[config.mk]
export PLATFORM = sky130hd
export DESIGN_NAME = v_lane_mem_ctrl
export DESIGN_NICKNAME = d
export VERILOG_FILES = /design/src/rtl/configurations_pkg.sv /design/src/rtl/v_mem_credit_counter.sv /design/src/rtl/v_lane_mem_ctrl.sv
export SDC_FILE = /design/constraint.sdc
export NUM_CORES = 1
export LEC_CHECK = 0
export ABC_AREA = 0
export CAP_MARGIN = 20
export CORE_ASPECT_RATIO = 1.1
export CORE_MARGIN = 2
export CORE_UTILIZATION = 50
export DETAILED_ROUTE_END_ITERATION = 8
export GPL_ROUTABILITY_DRIVEN = 0
export GPL_TIMING_DRIVEN = 0
export PLACE_DENSITY = 0.87
export SETUP_SLACK_MARGIN = 0.02
export SYNTH_ARGS = -nofsm -noshare
export SYNTH_HDL_FRONTEND = slang
export SYNTH_SLANG_ARGS = --single-unit
[constraint.sdc]
create_clock -name clk -period 7.2 [get_ports clk]
set_input_delay 2.16 -clock clk [delete_from_list [all_inputs] [get_ports clk]]
set_output_delay 2.16 -clock clk [all_outputs]
set_load 0.05 [all_outputs]
[src/rtl/configurations_pkg.sv]
// Shared configuration for the vector lane memory path: default widths, element size
// and the memory-control FSM state type.
package configurations_pkg;

    localparam int unsigned DATA_WIDTH    = 32;
    localparam int unsigned VECTOR_LENGTH = 1024;
    localparam int unsigned ELEM_BYTES    = 4;

    typedef enum logic [1:0] {
        IDLE,
        LOAD,
        STORE,
        DONE
    } mem_ctrl_state_t;

endpackage

[src/rtl/v_mem_credit_counter.sv]
// Outstanding-read credit counter: one increment per granted read, one decrement per
// returned word, flagging full once MAX_OUTSTANDING reads are in flight.
module v_mem_credit_counter #(
    parameter int unsigned MAX_OUTSTANDING = 4,
    localparam int unsigned CREDIT_W = 4
) (
    input  logic clk,
    input  logic reset,
    input  logic clear_i,
    input  logic inc_i,
    input  logic dec_i,
    output logic full_o
);

    logic [CREDIT_W-1:0] count_q, count_d;

    always_comb begin
        count_d = count_q;
        if (clear_i) begin
            count_d = '0;
        end else if (inc_i && !dec_i) begin
            count_d = count_q + 1'b1;
        end else if (dec_i && !inc_i && (count_q != '0)) begin
            // Guarded so a stray return can never wrap the count to its maximum.
            count_d = count_q - 1'b1;
        end
    end

    always_ff @(posedge clk or posedge reset) begin
        if (reset) begin
            count_q <= '0;
        end else begin
            count_q <= count_d;
        end
    end

    assign full_o = (count_q >= CREDIT_W'(MAX_OUTSTANDING));

endmodule

[src/rtl/v_lane_mem_ctrl.sv]
// Vector lane memory controller: sequences unit-stride loads into the lane load FIFO and
// stores out of the lane store FIFO over a word-wide request/grant memory port.
module v_lane_mem_ctrl #(
    parameter int unsigned DATA_WIDTH      = configurations_pkg::DATA_WIDTH,
    parameter int unsigned VECTOR_LENGTH   = configurations_pkg::VECTOR_LENGTH,
    parameter int unsigned MAX_OUTSTANDING = 4,
    localparam int unsigned CNT_W = $clog2(VECTOR_LENGTH) + 1
) (
    input  logic                  clk,
    input  logic                  reset,
    input  logic                  start_i,
    input  logic                  is_store_i,
    input  logic [31:0]           base_addr_i,
    input  logic [CNT_W-1:0]      vector_length_i,
    output logic                  busy_o,
    output logic                  done_o,
    output logic                  mem_req_o,
    output logic                  mem_we_o,
    output logic [31:0]           mem_addr_o,
    output logic [DATA_WIDTH-1:0] mem_wdata_o,
    input  logic                  mem_gnt_i,
    input  logic                  mem_rvalid_i,
    input  logic [DATA_WIDTH-1:0] mem_rdata_i,
    output logic                  load_fifo_we_o,
    output logic [DATA_WIDTH-1:0] load_fifo_din_o,
    input  logic                  load_fifo_almostfull_i,
    output logic                  store_fifo_re_o,
    input  logic                  store_fifo_empty_i,
    input  logic [DATA_WIDTH-1:0] store_fifo_dout_i
);

    import configurations_pkg::*;

    mem_ctrl_state_t state_q, state_d;

    logic [CNT_W-1:0]      issued_q, issued_d;
    logic [CNT_W-1:0]      received_q, received_d;
    logic [CNT_W-1:0]      vl_q, vl_d;
    logic [31:0]           base_q, base_d;
    logic [DATA_WIDTH-1:0] rdata_q, rdata_d;
    logic                  ld_we_q, ld_we_d;

    logic credit_clear, credit_inc, credit_dec, credit_full;
    logic granted;

    assign granted = mem_req_o && mem_gnt_i;

    always_comb begin
        state_d         = state_q;
        issued_d        = issued_q;
        received_d      = received_q;
        vl_d            = vl_q;
        base_d          = base_q;
        rdata_d         = rdata_q;
        ld_we_d         = 1'b0;
        credit_clear    = 1'b0;
        credit_inc      = 1'b0;
        credit_dec      = 1'b0;
        mem_req_o       = 1'b0;
        mem_we_o        = 1'b0;
        store_fifo_re_o = 1'b0;

        unique case (state_q)
            IDLE: begin
                if (start_i) begin
                    base_d       = base_addr_i;
                    vl_d         = vector_length_i;
                    issued_d     = '0;
                    received_d   = '0;
                    credit_clear = 1'b1;
                    if (vector_length_i == '0) begin
                        state_d = DONE;
                    end else if (is_store_i) begin
                        state_d = STORE;
                    end else begin
                        state_d = LOAD;
                    end
                end
            end

            LOAD: begin
                mem_req_o = (issued_q < vl_q) && !credit_full && !load_fifo_almostfull_i;
                if (granted) begin
                    issued_d   = issued_q + 1'b1;
                    credit_inc = 1'b1;
                end
                // Returned words are registered so the FIFO write lands one cycle later.
                if (mem_rvalid_i) begin
                    rdata_d    = mem_rdata_i;
                    ld_we_d    = 1'b1;
                    received_d = received_q + 1'b1;
                    credit_dec = 1'b1;
                end
                // The final FIFO write is being driven this cycle once all words are back.
                if (received_q == vl_q) begin
                    state_d = DONE;
                end
            end

            STORE: begin
                mem_req_o       = !store_fifo_empty_i && (issued_q < vl_q);
                mem_we_o        = 1'b1;
                store_fifo_re_o = granted;
                if (granted) begin
                    issued_d = issued_q + 1'b1;
                end
                if (issued_q == vl_q) begin
                    state_d = DONE;
                end
            end

            DONE: begin
                state_d = IDLE;
            end

            default: begin
                state_d = IDLE;
            end
        endcase
    end

    always_ff @(posedge clk or posedge reset) begin
        if (reset) begin
            state_q    <= IDLE;
            issued_q   <= '0;
            received_q <= '0;
            vl_q       <= '0;
            base_q     <= '0;
            rdata_q    <= '0;
            ld_we_q    <= 1'b0;
        end else begin
            state_q    <= state_d;
            issued_q   <= issued_d;
            received_q <= received_d;
            vl_q       <= vl_d;
            base_q     <= base_d;
            rdata_q    <= rdata_d;
            ld_we_q    <= ld_we_d;
        end
    end

    v_mem_credit_counter #(
        .MAX_OUTSTANDING (MAX_OUTSTANDING)
    ) u_credit (
        .clk     (clk),
        .reset   (reset),
        .clear_i (credit_clear),
        .inc_i   (credit_inc),
        .dec_i   (credit_dec),
        .full_o  (credit_full)
    );

    // Address and data are forced to zero whenever no request is presented.
    assign mem_addr_o      = mem_req_o ? (base_q + 32'(issued_q) * 32'(ELEM_BYTES)) : '0;
    assign mem_wdata_o     = (mem_req_o && mem_we_o) ? store_fifo_dout_i : '0;
    assign busy_o          = (state_q != IDLE);
    assign done_o          = (state_q == DONE);
    assign load_fifo_we_o  = ld_we_q;
    assign load_fifo_din_o = rdata_q;

endmodule

; Word-level counts from Yosys, hierarchy flattened
; Index checks and enable logic that the tools add are counted.
[op_classes]
add_sub_neg = 5
n_mul = 0
div = 0
n_lt_le_gt_ge = 2
n_eq_ne = 10
shifts = 0
n_mux = 25
bitwise_logic = 0
n_reduce_logical = 26
[ops]
columns = cell, count
row1 = $mux W32, 2
row2 = $pmux W11 S2, 2
row3 = $mux W11, 3
row4 = $add A32 B13 Y32, 1
row5 = $add A11 B1 Y11 const B, 2
row6 = $eq A11 B11 Y1, 2
row7 = $mux W4, 3
row8 = $logic_not A11 Y1, 1
row9 = $lt A11 B11 Y1, 1
row10 = $mux W2, 5
row11 = $reduce_and A3 Y1, 3
row12 = $logic_and A1 B1 Y1, 8
row13 = $mux W1, 8
row14 = $ne A2 B2 Y1 const B, 4
row15 = $pmux W2 S4, 1
row16 = $reduce_bool A2 Y1, 3
row17 = $logic_not A1 Y1, 5
row18 = $add A4 B1 Y4 const B, 1
row19 = $eq A2 B2 Y1 const B, 2
row20 = $ge A4 B3 Y1 const B, 1
row21 = $reduce_and A2 Y1, 2
row22 = $reduce_bool A4 Y1, 1
row23 = $sub A4 B1 Y4 const B, 1
row24 = $reduce_bool A3 Y1, 1
row25 = other kinds (5), 5
[word_totals]
register_bits = 104
latch_bits = 0
ram_bits = 0
romBits = 0
in_bits = 115
out_inout_bits = 102
memories = 0

; Logic depth before layout (Yosys ltp)
; Gate-level depths: netlist of run 1.
[depth]
word_depth = 14
mapped_depth = 12
mapped_depth_nobuf = 11

; Modules after synthesis
; A second synthesis of run 1 with hierarchy kept.
[hier_totals]
cells_unflattened = 668
hier_area_um2 = 6553.8
[by_module_without_submodules]
columns = module, instances, cells_each, area_per_inst_um2, seq_area_each_um2
row1 = v_lane_mem_ctrl, 1, 636, 6249.7, 2502.4
row2 = v_mem_credit_counter, 1, 32, 304.0, 100.1

; Least setup slack after synthesis of run 1
; No wires, ideal clock.
[synth_timing]
kind = input port to output port
startpoint = in load_fifo_almostfull_i
endpoint = out mem_wdata_o[28]
arrival_time_ns = 4.101
t_required_ns = 5.040
setup_slack_ns = 0.939
stages = 6
path_cell_list = nor4b_4 -> o221a_4 -> nand3_1 -> inv_1 -> clkbuf_1 -> and3_1
[synth_between]
elab_chain_len = 5
[synth_rtl]
columns = element, line
row1 = "start, declared", v_lane_mem_ctrl.sv:26  ; input logic load_fifo_almostfull_i,
row2 = $logic_not A1 Y1, v_lane_mem_ctrl.sv:82  ; mem_req_o = (issued_q < vl_q) && !credit_full && !load_fifo_almostfull_i;
row3 = $logic_and A1 B1 Y1, v_lane_mem_ctrl.sv:82
row4 = $pmux W1 S2, v_lane_mem_ctrl.sv:63  ; unique case (state_q)
row5 = named net mem_req_o, v_lane_mem_ctrl.sv:17  ; output logic mem_req_o,
row6 = $logic_and A1 B1 Y1, v_lane_mem_ctrl.sv:155  ; assign mem_wdata_o = (mem_req_o && mem_we_o) ? store_fifo_dout_i : '0;
row7 = $mux W32, v_lane_mem_ctrl.sv:155
row8 = "end, declared", v_lane_mem_ctrl.sv:20  ; output logic [DATA_WIDTH-1:0] mem_wdata_o,
; The timed path passes the listed nets, and every way through them passes these cells.

; Worst setup path after layout of run 1
[layout_timing]
startpoint = in load_fifo_almostfull_i
endpoint = out mem_addr_o[17]
[layout_between]
elab_chain_len = 4
[layout_rtl]
columns = element, line
row1 = $logic_not A1 Y1, v_lane_mem_ctrl.sv:82
row2 = $logic_and A1 B1 Y1, v_lane_mem_ctrl.sv:82
row3 = $pmux W1 S2, v_lane_mem_ctrl.sv:63
row4 = $mux W32, v_lane_mem_ctrl.sv:154  ; assign mem_addr_o = mem_req_o ? (base_q + 32'(issued_q) * 32'(ELEM_BYTES)) : '0;
row5 = "end, declared", v_lane_mem_ctrl.sv:19  ; output logic [31:0] mem_addr_o,
; Every way passes these cells.

==> key figures, run 1 <==
Setup path
  • Startpoint Class: input port
  • Worst Path Max Fanout: 10
  • R2r worst-path depth: 12
  • Register-to-Register Setup Slack: 4100 ps
  • Worst path buffer plus inverter count: 3
  • Cell Chain, Critical Path: clkdlybuf4s50_1 > nor4b_4 > o221a_4 > nand3_1 > clkbuf_1 > a21oi_1 > clkdlybuf4s50_1
  • CP peak stage delay: 840 ps
  • Element type at the critical path end: primary output
  • Worst R2R End: u_credit.count_q[3]$_DFFE_PP0P_
  • Worst path top cell family by delay: buffers and inverters
  • Critical path type: in -> out
  • Master of the slowest instance on the critical path: clkdlybuf4s50_1
  • Crit path DAT: 4910 ps
  • Worst setup path start: load_fifo_almostfull_i
  • WP data required: 5040 ps
  • Critical Path End: mem_addr_o[17]
  • Worst path depth: 7
  • Critical Path Most Common Cell: clkdlybuf4s50_1
  • Reg2reg start: state_q[0]$_DFFE_PP0P_

Global routing
  • Global route overflow: 0
  • GRT Total Usage: 27.7%
  • First-pass GRT wire length: 30.1 mm
  • Grt peak-use layer: met2
  • Number of global-route vias before repair: 6,125
  • Initial antenna violation count: 0
  • GR met3 Demand/Resource: 7.66%
  • Largest net degree at the start of global routing: 72
  • Met2 usage: 47.7%
  • Met1 GRT Util: 32.3%

Timing
  • Worst clock skew: 6.64 ps
  • Max Fclk: 141 MHz
  • Worst setup margin: 129 ps
  • Final Hold Vio Count: 0
  • Tmin final: 7070 ps
  • Crit share post-route: 98.2%
  • Slew headroom: 54.3%
  • RSZ-0062 raised after global routing: false
  • Setup-failing EPs final: 0
  • Worst-margin pin slew: 685 ps
  • Slew Limit Fails: 0

Finish
  • Number of antenna diodes: 0
  • Post-layout util: 71.7%
  • Register area: 2600 sq um
  • Nets: 1,000
  • Fill cell count: 924
  • Layout cells sized above 1: 11.8%
  • Synth-to-Final Area Change: 41.5%
  • Multi-input gate area: 3470 sq um

Floorplan
  • Core ar.: 12,400 sq um
  • Die area: 13,500 sq um
  • Die height: 122 microns
  • Die W: 111 microns
  • Initial Util: 50.7%
  • Num ports: 217
  • Num rows: 43

Logic synthesis
  • Post-synthesis sequential area ratio: 41.3%
  • Post-synth ARST share: 100%
  • Cell Area, Synth: 6300 sq um
  • Top_reg_cell synth: dfrtp_1
  • YS warnings: 0
  • Mapped Cells: 625
  • Mean Syn Cell Area: 10.1 sq um
  • Synth Net Count: 773
  • EDFF count, synth: 0
  • Synth cell types: 61
  • Yosys reg bits: 104

Clocking
  • CTS root buffer: clkbuf_16
  • Worst-path clk slew: 70 ps
  • Post-CTS sizing: 39
  • CTS Hold Bufs: 0
  • # clock sinks: 104
  • CTS buffer count: 9
  • Post-CTS Setup Inserts: 0
  • CTS tree: done
  • Worst-Skew Late Latency: 350 ps
  • Max clock buf depth: 2
  • H-tree depth: 3

Routing
  • Wire per inst: 18.4 microns
  • 1st-pass router iterations: 5
  • WL final: 18.6 mm
  • Via/cell ratio: 5.86
  • DRC: 0
  • DR vias: 5,921
  • Initial DRC Count: 384
  • Final ANT Viol Nets: 0

Placed design
  • Buffers on Ports: 215
  • Pre-CTS setup slack: -228 ps
  • Post-DP HPWL: 14.2 mm

Power and ir drop
  • Pwr Total: 3.79 mW
  • Maximum VDD drop: 0.381 mV
  • Total power per unit cell area: 425 nW/um^2
  • P_leak: 4.01 nW

Hold path
  • Min-Delay Path Class: reg -> reg
  • Hold depth: 1
  • Hold Startpoint: base_q[1]$_DFFE_PP0P_

Run
  • Total of max-cap violations: 0

Status
  • Status: completed
metal layers:
metal,vias to the layer above,share of wire [%]
met4,0,3.0
li1,2742,-
met2,300,49
met1,2829,40
met3,50,8.6
met5,-,0
how the worst min path moves through the flow:
| stage | endpoint | slack (ps) |
|---|---|---|
| 6_report | base_q[1]$_DFFE_PP0P_ | 500 |
| 5_1_grt | load_fifo_din_o[8]$_DFFE_PP0P_ | 530 |
| 4_1_cts | base_q[1]$_DFFE_PP0P_ | 510 |
| 3_5_place_dp | base_q[1]$_DFFE_PP0P_ | 490 |
| 3_3_place_gp | base_q[1]$_DFFE_PP0P_ | 480 |
| 2_1_floorplan | base_q[0]$_DFFE_PP0P_ | 470 |
where the power goes:
part	switching, mW	internal, mW
registers	0.233	0.841
clock network	0.207	0.274
logic	1.37	0.864
cell usage after synthesis (2+ instances only):
cell type    n  area share, %
mux2i_1      8            1.3
nand3_1     18            1.4
nand2_1     42            2.5
o21ai_0     26            2.1
o21ai_1      3           0.24
a21o_1      10            1.2
dfrtp_1    104             41
nor3_1       6           0.48
xor2_1      15            2.1
nor2b_1      5           0.50
nor4_1       5           0.50
or3_1       13            1.3
nor2_1      25            1.5
and2_1       9           0.89
a211oi_1     2           0.24
nand2b_1     3           0.30
nand4_1     11            1.1
fa_1         2           0.64
xnor2_1      8            1.1
and4_1       2           0.28
buf_2        2           0.16
a21oi_1     42            3.3
o22ai_1      2           0.20
inv_1       27            1.6
clkbuf_1    24            1.4
o211ai_1     5           0.60
and3_1      38            3.8
a221o_1      2           0.32
or4_1       18            2.1
o31ai_1     17            2.0
mux2_2      66             12
or2_2        5           0.50
o41ai_1      2           0.28
ha_1        31            6.2
registers in the layout, summed over array words and instances (netlist names):
signal / flops
u_credit.count_q: 4
load_fifo_we_o: 1
base_q: 32
load_fifo_din_o: 32
received_q: 11
state_q: 2
vl_q: 11
issued_q: 11
metrics by stage:
step | instances | hold slack (ps) | TNS, ps | area, sq um
6_report | 1011 | 502 | 0 | 8910
5_1_grt | 1011 | 530 | 0 | 8910
4_1_cts | 1011 | 510 | 0 | 8910
3_5_place_dp | 998 | 495 | -2820 | 8680
3_3_place_gp | 997 | 481 | -1160 | 8650
2_1_floorplan | 625 | 472 | 0 | 6300
cells in the final DEF (no fill, tap or decap), drive strengths merged, types with 7 or more instances in the layout:
| master | netlist | routed |
|---|---|---|
| a21o | 10 | 10 |
| a21oi | 42 | 42 |
| and2 | 9 | 9 |
| and3 | 39 | 39 |
| clkbuf | 25 | 37 |
| clkdlybuf4s50 | 0 | 176 |
| dfrtp | 104 | 104 |
| dlygate4sd2 | 0 | 38 |
| ha | 31 | 31 |
| inv | 28 | 28 |
| mux2 | 68 | 68 |
| mux2i | 8 | 8 |
| nand2 | 42 | 42 |
| nand3 | 19 | 19 |
| nand4 | 11 | 11 |
| nor2 | 25 | 25 |
| nor3 | 7 | 7 |
| o21ai | 29 | 29 |
| o31ai | 18 | 18 |
| or3 | 13 | 13 |
| or4 | 19 | 19 |
| xnor2 | 8 | 8 |
| xor2 | 15 | 15 |
worst reg2reg max path, stage by stage (launching register included):
cell      delay (ps)
dfrtp_1          390
inv_1            110
ha_1             290
clkbuf_2         240
nor2b_1          230
o221a_4          220
and3_4           220
nand3_1          210
ha_1             350
a21o_1           170
a21oi_1          170
mux2i_1          230
mux2i_1          200
cell families (layout without fill, tap and decap cells):
family / count (synthesis) / in the layout / share of synthesized area, %
compound gates: 127 / 127 / 13.3
simple gates: 205 / 205 / 18.2
fa+ha+maj: 33 / 33 / 6.80
buf+inv: 57 / 286 / 3.64
mux: 76 / 76 / 13.5
xor+xnor: 23 / 23 / 3.20
flops: 104 / 104 / 41.3
area by class of cell:
class / instances / share of cell area [%]
multi-input combinational: 464 / 38.9
sequential: 104 / 29.2
timing repair buffer: 216 / 24.0
clock buffer: 12 / 2.77
tap: 157 / 2.21
buffer: 29 / 1.40
inverter: 28 / 1.21
clock inverter: 1 / 0.337
Note: power is estimated with default switching activity, not from simulation.
==> run 2, diff against run 1 <==
--- a/config.mk
+++ b/config.mk
@@ -18,3 +18,4 @@
 export SYNTH_ARGS = -nofsm -noshare
 export SYNTH_HDL_FRONTEND = slang
 export SYNTH_SLANG_ARGS = --single-unit
+export TNS_END_PERCENT = 20
==> results of run 2 <==
The final DEF is identical to that of run 1; final timing and power are the same.
